## config.mk

```make
export PLATFORM = sky130hd
export DESIGN_NAME = serial_dac_tx
export DESIGN_NICKNAME = d
export VERILOG_FILES = /design/src/rtl/serial_dac_tx.sv
export SDC_FILE = /design/constraint.sdc
export NUM_CORES = 1
export LEC_CHECK = 0
export CAP_MARGIN = 20
export CORE_MARGIN = 5
export CORE_UTILIZATION = 40
export CTS_BUF_LIST = sky130_fd_sc_hd__clkbuf_2 sky130_fd_sc_hd__clkbuf_4 sky130_fd_sc_hd__clkbuf_8
export CTS_CLUSTER_DIAMETER = 50
export DETAILED_ROUTE_END_ITERATION = 10
export REMOVE_ABC_BUFFERS = 1
export SLEW_MARGIN = 30
export SYNTH_ARGS = -nofsm -noshare
export SYNTH_HDL_FRONTEND = slang
export SYNTH_SLANG_ARGS = --single-unit
```

## constraint.sdc

```tcl
create_clock -name clk -period 1.5 [get_ports clk]
set_input_delay 0.45 -clock clk [delete_from_list [all_inputs] [get_ports clk]]
set_output_delay 0.45 -clock clk [all_outputs]
set_load 0.02 [all_outputs]
```

## src/rtl/serial_dac_tx.sv

```systemverilog
// serial_dac_tx: parallel-to-serial transmitter for an SPI-style DAC.
//   A one-entry holding register takes words through a valid/ready handshake.
//   Each word goes out as one frame: sync_n low, DATA_W bits each DIV clk
//   cycles long, with sclk low in the first half of each bit and high in the
//   second half. A GAP of sync_n high separates consecutive frames.
// Ports:
//   clk, rst      - clock (rising edge), asynchronous active-high reset
//   s_data        - parallel sample word (DATA_W bits)
//   s_valid       - s_data valid
//   s_ready       - holding register can accept a word (registered state only)
//   sclk, sdata   - serial bit clock and data to the DAC
//   sync_n        - frame enable, low while a word is shifted
//   busy          - FSM not IDLE
//   underrun      - one-cycle pulse when a frame ends with no word waiting
// All outputs except s_ready are registered copies of values derived from
// the FSM state, so they trail the state register by one clock.
module serial_dac_tx #(
  parameter int DATA_W    = 16,
  parameter int DIV       = 4,
  parameter int LSB_FIRST = 0,
  parameter int GAP_CYC   = 2
) (
  input  logic              clk,
  input  logic              rst,
  input  logic [DATA_W-1:0] s_data,
  input  logic              s_valid,
  output logic              s_ready,
  output logic              sclk,
  output logic              sdata,
  output logic              sync_n,
  output logic              busy,
  output logic              underrun
);

  localparam int BIT_W = $clog2(DATA_W);
  localparam int DIV_W = $clog2(DIV);
  localparam int GAP_W = $clog2(GAP_CYC + 1);

  typedef enum logic [1:0] {IDLE, SHIFT, GAP} state_t;

  state_t              state_q, state_d;
  logic [DATA_W-1:0]   hold_q, hold_d;
  logic                hold_full_q, hold_full_d;
  logic [DATA_W-1:0]   shreg_q, shreg_d;
  logic [BIT_W-1:0]    bit_cnt_q, bit_cnt_d;
  logic [DIV_W-1:0]    div_cnt_q, div_cnt_d;
  logic [GAP_W-1:0]    gap_cnt_q, gap_cnt_d;
  logic                rdy_en_q, rdy_en_d;
  logic                sclk_q, sclk_d;
  logic                sdata_q, sdata_d;
  logic                sync_n_q, sync_n_d;
  logic                busy_q, busy_d;
  logic                underrun_q, underrun_d;
  logic                accept;
  logic                transfer;

  // rdy_en_q holds s_ready low during reset and releases it on the first edge.
  assign s_ready  = rdy_en_q && !hold_full_q;
  assign accept   = s_valid && s_ready;
  assign sclk     = sclk_q;
  assign sdata    = sdata_q;
  assign sync_n   = sync_n_q;
  assign busy     = busy_q;
  assign underrun = underrun_q;

  always_comb begin
    state_d     = state_q;
    hold_d      = hold_q;
    hold_full_d = hold_full_q;
    shreg_d     = shreg_q;
    bit_cnt_d   = bit_cnt_q;
    div_cnt_d   = div_cnt_q;
    gap_cnt_d   = gap_cnt_q;
    rdy_en_d    = 1'b1;
    sclk_d      = 1'b0;
    sdata_d     = 1'b0;
    sync_n_d    = 1'b1;
    busy_d      = (state_q != IDLE);
    underrun_d  = 1'b0;
    transfer    = 1'b0;

    case (state_q)
      IDLE: begin
        if (hold_full_q) begin
          transfer = 1'b1;
        end
      end

      SHIFT: begin
        sync_n_d = 1'b0;
        sdata_d  = (LSB_FIRST != 0) ? shreg_q[0] : shreg_q[DATA_W-1];
        sclk_d   = (div_cnt_q >= DIV_W'(DIV / 2));
        if (div_cnt_q == DIV_W'(DIV - 1)) begin
          div_cnt_d = '0;
          if (LSB_FIRST != 0) shreg_d = {1'b0, shreg_q[DATA_W-1:1]};
          else                shreg_d = {shreg_q[DATA_W-2:0], 1'b0};
          if (bit_cnt_q == BIT_W'(DATA_W - 1)) begin
            bit_cnt_d = '0;
            gap_cnt_d = '0;
            state_d   = GAP;
          end else begin
            bit_cnt_d = bit_cnt_q + BIT_W'(1);
          end
        end else begin
          div_cnt_d = div_cnt_q + DIV_W'(1);
        end
      end

      GAP: begin
        // Counts 0..GAP_CYC-1 are the gap proper. With a word waiting, one
        // further count acts as the load cycle that IDLE provides for the
        // first frame, so back-to-back frames see GAP_CYC+1 high cycles.
        if (gap_cnt_q == GAP_W'(GAP_CYC)) begin
          transfer = 1'b1;
        end else if (gap_cnt_q == GAP_W'(GAP_CYC - 1)) begin
          if (hold_full_q) begin
            gap_cnt_d = gap_cnt_q + GAP_W'(1);
          end else begin
            gap_cnt_d  = '0;
            state_d    = IDLE;
            underrun_d = 1'b1;
          end
        end else begin
          gap_cnt_d = gap_cnt_q + GAP_W'(1);
        end
      end

      default: state_d = IDLE;
    endcase

    if (transfer) begin
      shreg_d     = hold_q;
      hold_full_d = 1'b0;
      bit_cnt_d   = '0;
      div_cnt_d   = '0;
      gap_cnt_d   = '0;
      state_d     = SHIFT;
    end

    if (accept) begin
      hold_d      = s_data;
      hold_full_d = 1'b1;
    end
  end

  always_ff @(posedge clk or posedge rst) begin
    if (rst) begin
      state_q     <= IDLE;
      hold_q      <= '0;
      hold_full_q <= 1'b0;
      shreg_q     <= '0;
      bit_cnt_q   <= '0;
      div_cnt_q   <= '0;
      gap_cnt_q   <= '0;
      rdy_en_q    <= 1'b0;
      sclk_q      <= 1'b0;
      sdata_q     <= 1'b0;
      sync_n_q    <= 1'b1;
      busy_q      <= 1'b0;
      underrun_q  <= 1'b0;
    end else begin
      state_q     <= state_d;
      hold_q      <= hold_d;
      hold_full_q <= hold_full_d;
      shreg_q     <= shreg_d;
      bit_cnt_q   <= bit_cnt_d;
      div_cnt_q   <= div_cnt_d;
      gap_cnt_q   <= gap_cnt_d;
      rdy_en_q    <= rdy_en_d;
      sclk_q      <= sclk_d;
      sdata_q     <= sdata_d;
      sync_n_q    <= sync_n_d;
      busy_q      <= busy_d;
      underrun_q  <= underrun_d;
    end
  end

endmodule

```

=== Yosys cells after proc, flatten, opt, wreduce, memory -nomap -nowiden ===
Cells that the tools add are included.

* Register bits: 49
* Output and inout bits: 6

* Add/subtract/negate cells: 3
* $lt $le $gt $ge: 1
* Equality and inequality tests: 12
* Multiplexer cells: 36
* Reductions and logical operators: 12

{| class="wikitable"
|+ Operators by type and width
! cell !! count
|-
| $mux W16 || 3
|-
| $mux W2 || 15
|-
| $mux W4 || 4
|-
| $ne A3 B3 Y1 const B || 5
|-
| $mux W1 || 11
|-
| $reduce_bool A2 Y1 || 4
|-
| $eq A2 B2 Y1 const B || 3
|-
| $pmux W2 S3 || 1
|-
| $reduce_and A6 Y1 || 1
|-
| $add A2 B1 Y2 const B || 2
|-
| $add A4 B1 Y4 const B || 1
|-
| $eq A2 B1 Y1 const B || 2
|-
| $eq A4 B4 Y1 const B || 1
|-
| $pmux W2 S2 || 1
|-
| $reduce_and A4 Y1 || 1
|-
| $reduce_bool A3 Y1 || 1
|-
| $ge A2 B2 Y1 const B || 1
|-
| $logic_and A1 B1 Y1 || 2
|-
| $logic_not A2 Y1 || 1
|-
| $ne A2 B2 Y1 const B || 1
|-
| $pmux W1 S2 || 1
|-
| $reduce_and A2 Y1 || 1
|-
| $logic_not A1 Y1 || 1
|}

=== Depth between registers and ports, before layout ===
Gate-level depths: netlist of the first run.

* Word-level depth: 6
* Depth in mapped cells: 6

=== Worst setup path before layout of the first run ===
OpenSTA, ideal clock, no wires.

* Path kind: register to register
* Start: register div_cnt_q[0]
* End: register shreg_q[1]
* Setup time: 0.125 ns
* Data arrival time: 1.550 ns
* Slack: -0.175 ns
* Cell stages (with the launch flop): 7
* Buffers on the path: 2
* Period minus slack after synthesis: 1.675 ns
* Path through: dfrtp_1 -> ha_1 -> nand3b_1 -> buf_6 -> buf_12 -> mux2_4 -> mux2_4

* Longest elaborated chain between the ends: 3

{| class="wikitable"
|+ Ends and longest elaborated chain
! item !! line !! text
|-
| start, declared || 46 || <nowiki>logic [DIV_W-1:0] div_cnt_q, div_cnt_d;</nowiki>
|-
| start signal, assigned || 167 || <nowiki>div_cnt_q <= div_cnt_d;</nowiki>
|-
| $eq A2 B2 Y1 || 93 || <nowiki>if (div_cnt_q == DIV_W'(DIV - 1)) begin</nowiki>
|-
| $reduce_bool A2 Y1 (no line) || - ||
|-
| $reduce_and A2 Y1 (no line) || - ||
|-
| end signal, assigned || 165 || <nowiki>shreg_q <= shreg_d;</nowiki>
|-
| end, declared || 44 || <nowiki>logic [DATA_W-1:0] shreg_q, shreg_d;</nowiki>
|}

No other way between the ends.
A chain may end at the register's enable or synchronous reset.

=== Final worst setup path of the first run ===
* Start: register div_cnt_q[0]
* End: register shreg_q[12]

The elaborated chain is that of the path after synthesis.

==> qor.txt, run 1 <==
power share of the combinational group: 0.113
antenna violations before repair: 0
capturing point of the worst reg2reg path: shreg_q[12]
first-pass GRT wire length: 7060 µm
post-synthesis cell count: 162
maximum vdd drop: 550 µV
endpoints failing setup: 15
post-synthesis async set-or-reset flop share: 1.00
vias per cell: 4.90
Clock Tree Buf Depth: 2
period utilisation layout: 1.07
Sw Ratio: 0.214
IO Pins: 25
clk sinks: 49
Pre-Repair DR Iteration Count: 4
Hold Vio Cnt, Final: 0
Clk pwr share: 0.335
Placed Cells: 270
Area Growth Syn to Fin: 28.3%
Reg2Reg Depth: 5
area occupied by multi-input gates: 977 µm²
Initial Utilization: 0.410
Crit path required time: 1680 ps
All-Layer GR Usage: 0.122
residual DRC count: 0
detailed-route via count: 1388
placer congestion estimate: 0.767
Final nets: 232
area leader, netlist: dfrtp_1
flip-flop and latch count after synthesis: 49
part of the power in registers: 0.552
WL per Instance: 14.2 µm
Port-buffer cells: 24
DP Worst Slack: -137 ps
dominant synthesized flop cell: dfrtp_1
critical path type: flip-flop to flip-flop
RSZ-0062 raised after global routing: true
violations in the final reports: negative setup slack
DR iter-0 viols: 34
Slew Limit Fails: 0
die height: 85.1 µm
Hold Path Class: input pin to asynchronous set/reset pin
core box area: 5510 µm²
share of the synthesized area in the top cell type: 0.532
outcome: complete, but fails checks
sequential element share of the synthesized area: 0.544
Hold Buf Count CTS: 0
Root Driver: clkbuf_8
worst-skew pair later-pin latency: 300 ps
setup ws final: -112 ps
vias in the first global route: 1499
count of cell types in the netlist: 36
CP Capture Type: flip-flop
WL final: 4020 µm
FILL cells: 470
internal power: 2.30 mW
Setup Skew: 9.04 ps
Clock transition at path regs: 90 ps
Synth Cell Area: 2260 µm²
die area: 7250 µm²
CTS H-tree depth: 2
Rows: 27
worst reg2reg startpoint: div_cnt_q[0]
crit path DAT: 1790 ps
CTS tree: yes
total net switching power: 625 µW
share of layout cells above drive strength 1: 0.422
Post-synth EDFFs: 0
number of buffers created by CTS: 5
ANT nets after route: 0
main area contributors after synthesis: dfrtp_1 53%, mux2_2 16%, mux2_4 8.6%
max frequency: 0.620 GHz
largest net degree at the start of global routing: 31
syn_area_per_cell: 13.9 µm²
Chip Width: 85.1 µm
maxcap violations: 0
Final HPWL DP: 2740 µm
R2R Setup Slk: -110 ps
Yosys warning count: 0
final std cells w/o fill: 283
total congestion overflow: 0
Pwr Density: 1010 nW/µm²
worst-path fanout max: 10
most common cell after layout, fill and taps aside: dfrtp_1
register area: 1230 µm²
crit path time final: 1610 ps
commonest cells after routing, fill and taps aside: 48 x dfrtp_1, 26 x mux2_2, 20 x mux2_4
Leakage: 1.42 nW
antenna cells: 0
Critical Path Start Type: flip-flop
[area by class of cell]
class	count	share of cell area
sequential	49	0.424
multi-input combinational	101	0.338
timing repair buffer	47	0.158
clock buffer	7	0.0311
tap	72	0.0311
clock inverter	1	0.0104
inverter	6	0.00778
[cells in the mapped netlist (2+ instances only)]
master     n
nor2_1     8
and2b_4    2
nor3b_1    3
inv_1      6
mux2_4    13
nand2_1    7
buf_12     2
nand4b_1   2
dfrtp_1   48
a21oi_1    3
nor2b_1    2
ha_1       3
buf_2      3
nor4b_1    2
o21ai_0    4
mux2i_1    2
mux2_2    33
[cells by family (layout without fill, tap and decap cells)]
logic type / Yosys count / after routing / synth area share
flip-flops: 49 / 49 / 0.544
buffers and inverters: 12 / 61 / 0.0394
AND/OR/NAND/NOR: 33 / 33 / 0.0843
multiplexers: 48 / 48 / 0.260
XOR/XNOR: 1 / 1 / 0.00388
other: 1 / 1 / 0.00166
adder cells (fa/ha/maj): 3 / 3 / 0.0166
AO/OA/AOI/OAI: 15 / 15 / 0.0504
[state kept, by name (all words and copies together) (netlist names), 2 cells and up]
register   flops
state_q        2
gap_cnt_q      2
shreg_q       16
bit_cnt_q      4
hold_q        16
div_cnt_q      2
[critical path, cell delays in order, from the launching register on]
cell and delay, ps:
dfrtp_1 390, ha_2 190, nand3b_1 130, buf_6 190, mux2_2 340, mux2_2 250
[per-layer routing]
| layer | share of wire | global-route usage |
|---|---|---|
| met3 | 0.037 | 0.0330 |
| met5 | 0 | 0 |
| met4 | 0.010 | 0.0403 |
| met1 | 0.47 | 0.157 |
| met2 | 0.48 | 0.201 |
[through the flow]
| stage | cell area (µm²) | utilization | power (mW) | hold WS [ps] | TNS [ps] |
|---|---|---|---|---|---|
| CTS | 2920 | 0.530 | 2.97 | 483 | -2030 |
| global route | 2900 | 0.526 | 3.07 | 520 | -2050 |
| floorplan | 2190 | - | 1.82 | 447 | -14790 |
| global placement | 2720 | 0.494 | 1.95 | 482 | -2720 |
| detailed placement | 2720 | 0.494 | 1.98 | 489 | -3010 |
| finish | 2900 | 0.526 | 2.92 | 486 | -1200 |
[worst max path at each step]
stage | startpoint | end | slack (ps)
global placement | hold_full_q | s_ready | -100
floorplan | div_cnt_q[0] | shreg_q[10] | -500
detailed placement | hold_full_q | s_ready | -140
global route | div_cnt_q[0] | shreg_q[9] | -170
CTS | div_cnt_q[0] | shreg_q[15] | -160
finish | div_cnt_q[0] | shreg_q[12] | -110
[what timing repair did]
item / in CTS / in global routing
setup endpoints to repair: 23 / 18
setup buffers: 6 / 0
cloned: 1 / 0
resized for setup: 17 / 10
[power by group through the flow]
stage	Combinational, mW	Sequential (mW)	Clock, mW
5_1_grt	0.368	1.64	1.06
6_report	0.330	1.61	0.978
2_1_floorplan	0.215	1.61	0
3_5_place_dp	0.335	1.64	0
3_3_place_gp	0.319	1.63	0
4_1_cts	0.338	1.62	1.01
(Power assumes the default switching activity.)
==> run 2: changes to the inputs <==
ABC_AREA = 1   (was default)
CORE_UTILIZATION = 49   (was 40)
PLACE_DENSITY = 0.74   (was default)
==> run 2 against run 1 <==
Compared with the run above: the flow now finishes without violations; synthesized cell count increased by 48%; sequential cell count did not move; power shrank 7.1%; design area shrank 7.4%; maximum frequency increased by 13%; critical path depth shrank 3; critical endpoint is now s_ready; highest routed layer unchanged.
==> qor.txt, run 2 <==
All-Layer GR Usage: 0.147
gr busiest metal: met2
period utilisation layout: 0.955
maxcap violations: 0
critical path type: flip-flop to output port
dominant synthesized flop cell: dfrtp_1
Crit path required time: 1050 ps
Clock Tree Buf Depth: 2
Final HPWL DP: 2730 µm
clk sinks: 49
die height: 76.7 µm
vias in the first global route: 1599
CTS tree: yes
Chip Width: 76.7 µm
detailed-route via count: 1599
first-pass GRT wire length: 7080 µm
Rows: 24
Pwr Total: 2.71 mW
Final nets: 295
CP Capture Type: output port
most frequent cells after synthesis: 110 x nand2_1, 48 x dfrtp_1, 16 x mux2_2, 10 x inv_1
Root Driver: clkbuf_8
count of cell types in the netlist: 25
WL per Instance: 12.3 µm
Clock transition at path regs: 90 ps
residual DRC count: 0
Slew Limit Fails: 0
setup TNS: 0 ps
Leakage: 1.35 nW
met1 Use GR: 0.166
post-synthesis cell count: 239
Initial Utilization: 0.504
GRT met2 Usage: 0.264
FILL cells: 375
share of the synthesized area in the top cell type: 0.551
share of layout cells above drive strength 1: 0.186
DR iter-0 viols: 61
worst-skew pair later-pin latency: 300 ps
endpoints failing setup: 0
total congestion overflow: 0
Port-buffer cells: 24
main area contributors after synthesis: dfrtp_1 55%, nand2_1 19%, mux2_2 8.3%
sequential element share of the synthesized area: 0.563
post-synthesis async set-or-reset flop share: 1.00
syn_area_per_cell: 9.12 µm²
vias per cell: 4.90
number of buffers created by CTS: 5
Hold Buf Count CTS: 0
largest net degree at the start of global routing: 22
met3 usage: 0.0293
Post-synth EDFFs: 0
Yosys warning count: 0
antenna cells: 0
antenna violations before repair: 0
RSZ-0062 raised after global routing: true
outcome: finished clean
CTS H-tree depth: 2
most common cell after layout, fill and taps aside: nand2_1
worst-path fanout max: 2
Pwr Density: 1010 nW/µm²
die area: 5890 µm²
flip-flop and latch count after synthesis: 49
WL final: 4000 µm
Hold Path Class: input pin to asynchronous set/reset pin
Top Registers: hold_q (16), shreg_q (16), bit_cnt_q (4)
core box area: 4320 µm²
crit path DAT: 980 ps
max frequency: 0.698 GHz
crit path time final: 1430 ps
maximum vdd drop: 688 µV
Setup Skew: 11.7 ps
placer congestion estimate: 0.742
Synth Cell Area: 2180 µm²
area leader, netlist: dfrtp_1
Critical Path Start Type: flip-flop
ANT nets after route: 0
most numerous cell in the Yosys netlist: nand2_1
commonest cells after routing, fill and taps aside: 110 x nand2_1, 48 x dfrtp_1, 18 x clkdlybuf4s50_1
Hold Vio Cnt, Final: 0
Area Growth Syn to Fin: 22.9%
Pre-Repair DR Iteration Count: 4
IO Pins: 25
## run 2: changes by cell type after synthesis, moves of 4 or more
cell | previous run | this run
nand2_1 | 7 | 110
o21ai_1 | 0 | 6
mux2_2 | 33 | 16
inv_1 | 6 | 10
mux2_4 | 13 | 0
inv_2 | 0 | 4
nand3_1 | 1 | 8
## run 2: worst max-delay path: stages (launching register included)
cell and delay [ps]:
dfrtp_1 410, nor2_2 120, buf_4 160
## run 2: what timing repair did
action	4_1_cts	5_1_grt
endpoints found under the setup margin	6	17
gates resized for setup	13	7
endpoints found under the hold margin	0	0
setup buffers	0	0
pin swaps	0	1
## run 2: cells by family (layout without fill, tap and decap cells)
logic type      count (synthesis)  in the layout  synth area share
flops                          49             49             0.563
buf+inv                        22             57            0.0476
compound gates                 12             12            0.0344
xor+xnor                        1              1           0.00402
fa+ha+maj                       3              3            0.0172
other cells                     1              1           0.00172
mux                            16             16            0.0826
simple gates                  135            135             0.250
## run 2: worst paths after layout
check	startpoint	depth (start not counted)	slack, ps	to
worst min register to register	shreg_q[10]	2	490	shreg_q[10]
min in group clk	shreg_q[10]	2	490	shreg_q[10]
max in group asynchronous	rst	3	650	hold_q[4]
worst min-delay path	rst	2	430	bit_cnt_q[3]
worst max register to register	state_q[1]	10	80	shreg_q[5]
worst max-delay path	hold_full_q	2	70	s_ready
## run 2: final cells by class
| cell class | instances | area, µm² | area share |
|---|---|---|---|
| Clock inverter | 1 | 7.51 | 0.00280 |
| Clock buffer | 7 | 83.8 | 0.0313 |
| Inverter | 14 | 55.1 | 0.0205 |
| Sequential cell | 49 | 1230 | 0.458 |
| Multi-Input combinational cell | 168 | 858 | 0.320 |
| Timing Repair Buffer | 35 | 384 | 0.143 |
| Tap cell | 52 | 65.1 | 0.0243 |
## run 2: metal layers
metal	vias to the layer above	share of wire
met4	0	0.018
met2	23	0.51
met5	-	0
met1	756	0.44
met3	7	0.037
li1	813	-
## run 2: per-stage QoR
stage	area [µm²]	hold slack [ps]	setup WS [ps]	instances	utilization
after detailed placement	2580	465	-119	318	0.597
after global routing	2680	456	-21.4	326	0.620
final	2680	430	68.2	326	0.620
after floorplan	2130	448	-455	231	-
after global placement	2580	464	-70.7	318	0.597
after CTS	2660	432	6.91	326	0.615
## run 2: power breakdown
part           internal, mW  switching, mW
Sequential             1.52         0.0963
Clock                 0.367          0.424
Combinational         0.211          0.100
Total                  2.09          0.621
==> run 3: changes to the inputs <==
--- a/constraint.sdc
+++ b/constraint.sdc
@@ -3,2 +3,2 @@
 set_output_delay 0.45 -clock clk [all_outputs]
-set_load 0.02 [all_outputs]
+set_load 0.1 [all_outputs]
==> run 3 against run 2 <==
Compared with the run above: core utilization grew 2.8 points; combinational power grew 8.0%; first-iteration DRC count grew 6.6%; via count grew 0.69%; clock power grew 38%; critical endpoint unchanged; largest power group unchanged; highest routed layer unchanged.
==> qor.txt, run 3 (synthesized netlist as in run 2, its figures left out) <==
outcome: finished clean
worst-path fanout max: 2
antenna violations before repair: 0
Leakage: 1.40 nW
CP Capture Type: output port
Area Growth Syn to Fin: 28.5%
Initial Utilization: 0.504
WL final: 3860 µm
crit path time final: 1480 ps
FILL cells: 375
commonest cells after routing, fill and taps aside: 109 x nand2_1, 47 x dfrtp_1, 18 x clkdlybuf4s50_1
DR iter-0 viols: 65
die area: 5890 µm²
Hold Buf Count CTS: 0
crit path DAT: 1030 ps
Placed Cells: 318
Crit path required time: 1050 ps
total congestion overflow: 0
final std cells w/o fill: 330
Hold Vio Cnt, Final: 0
vias in the first global route: 1561
maxcap violations: 0
placer congestion estimate: 0.705
Pwr Density: 1080 nW/µm²
Clock Tree Buf Depth: 2
antenna cells: 0
CTS H-tree depth: 2
number of buffers created by CTS: 5
All-Layer GR Usage: 0.139
R2R Setup Slk: 120 ps
clk sinks: 49
Clock transition at path regs: 90 ps
core box area: 4320 µm²
capturing point of the worst reg2reg path: shreg_q[10]
endpoints failing setup: 0
end of the critical path: s_ready
period utilisation layout: 0.988
detailed-route via count: 1610
IO Pins: 25
residual DRC count: 0
vias per cell: 4.88
Rows: 24
CTS tree: yes
critical path type: flip-flop to output port
Final Hold Slack: 478 ps
share of layout cells above drive strength 1: 0.219
Pre-Repair DR Iteration Count: 4
Chip Width: 76.7 µm
Pwr Total: 3.04 mW
worst reg2reg startpoint: state_q[0]
first-pass GRT wire length: 6760 µm
Port-buffer cells: 24
Slew Limit Fails: 0
Root Driver: clkbuf_8
Hold Path Class: input pin to asynchronous set/reset pin
Reg2Reg Depth: 9
WL per Instance: 11.7 µm
RSZ-0062 raised after global routing: true
maximum vdd drop: 698 µV
ANT nets after route: 0
Top Registers: hold_q (16), shreg_q (16), bit_cnt_q (4)
Final nets: 299
Final HPWL DP: 2620 µm
die height: 76.7 µm
worst-skew pair later-pin latency: 300 ps
CP startpoint: hold_full_q
Setup Skew: 7.23 ps
most common cell after layout, fill and taps aside: nand2_1
largest net degree at the start of global routing: 50
max frequency: 0.675 GHz
Critical Path Start Type: flip-flop
## run 3: changes by cell type in the layout (fill, tap and decap cells not counted), moves of 2 or more
cell           previous run  this run
buf_12                    5         9
bufinv_16                 0         2
nor2_2                    3         1
dlygate4sd2_1             4         0
clkbuf_4                  2         0
buf_4                     5        11
## run 3: area by class of cell
| cell class | count | area (µm²) | share of cell area |
|---|---|---|---|
| Clock buffer | 5 | 68.8 | 0.0246 |
| Multi-Input combinational cell | 168 | 868 | 0.310 |
| Tap cell | 52 | 65.1 | 0.0232 |
| Inverter | 14 | 52.6 | 0.0187 |
| Timing Repair Buffer | 39 | 454 | 0.162 |
| Clock inverter | 3 | 65.1 | 0.0232 |
| Sequential cell | 49 | 1230 | 0.438 |
## run 3: worst max-delay path: stages (launching register included)
cell and delay [ps]:
dfrtp_1 410, nor2_4 130, buf_12 180
## run 3: layer usage
layer,part of all wire,vias to the layer above,track usage
met5,0,-,0
met2,0.50,21,0.242
met3,0.044,6,0.0386
li1,-,821,-
met1,0.44,762,0.165
met4,0.015,0,0.0472
## run 3: worst min-delay path by stage
stage	from	endpoint	slack [ps]
floorplan	hold_q[0]	shreg_q[0]	450
global placement	shreg_q[3]	shreg_q[3]	460
finish	rst	gap_cnt_q[1]	480
CTS	shreg_q[8]	shreg_q[8]	490
global route	shreg_q[5]	shreg_q[5]	510
detailed placement	shreg_q[8]	shreg_q[8]	470
## run 3: metrics by stage
step           setup slack [ps]   util  setup TNS, ps  cell area, µm²
2_1_floorplan             -1310      -         -36250            2130
3_3_place_gp              -68.2  0.605          -1070            2620
3_5_place_dp               -107  0.605          -1530            2620
4_1_cts                    1.79  0.642              0            2780
5_1_grt                   -17.1  0.648          -25.9            2800
6_report                   18.2  0.648              0            2800
## run 3: what timing repair did
item / CTS / global route
setup buffers: 2 / 2
resized for setup: 3 / 4
pin swaps: 1 / 1
setup endpoints to repair: 2 / 19
cloned: 0 / 0
hold endpoints to repair: 0 / 0
## run 3: where the power goes
part           leakage (nW)  internal [mW]  switching (mW)
Sequential            0.615           1.52          0.0974
Clock                0.0681          0.662           0.425
Combinational         0.719          0.219           0.118
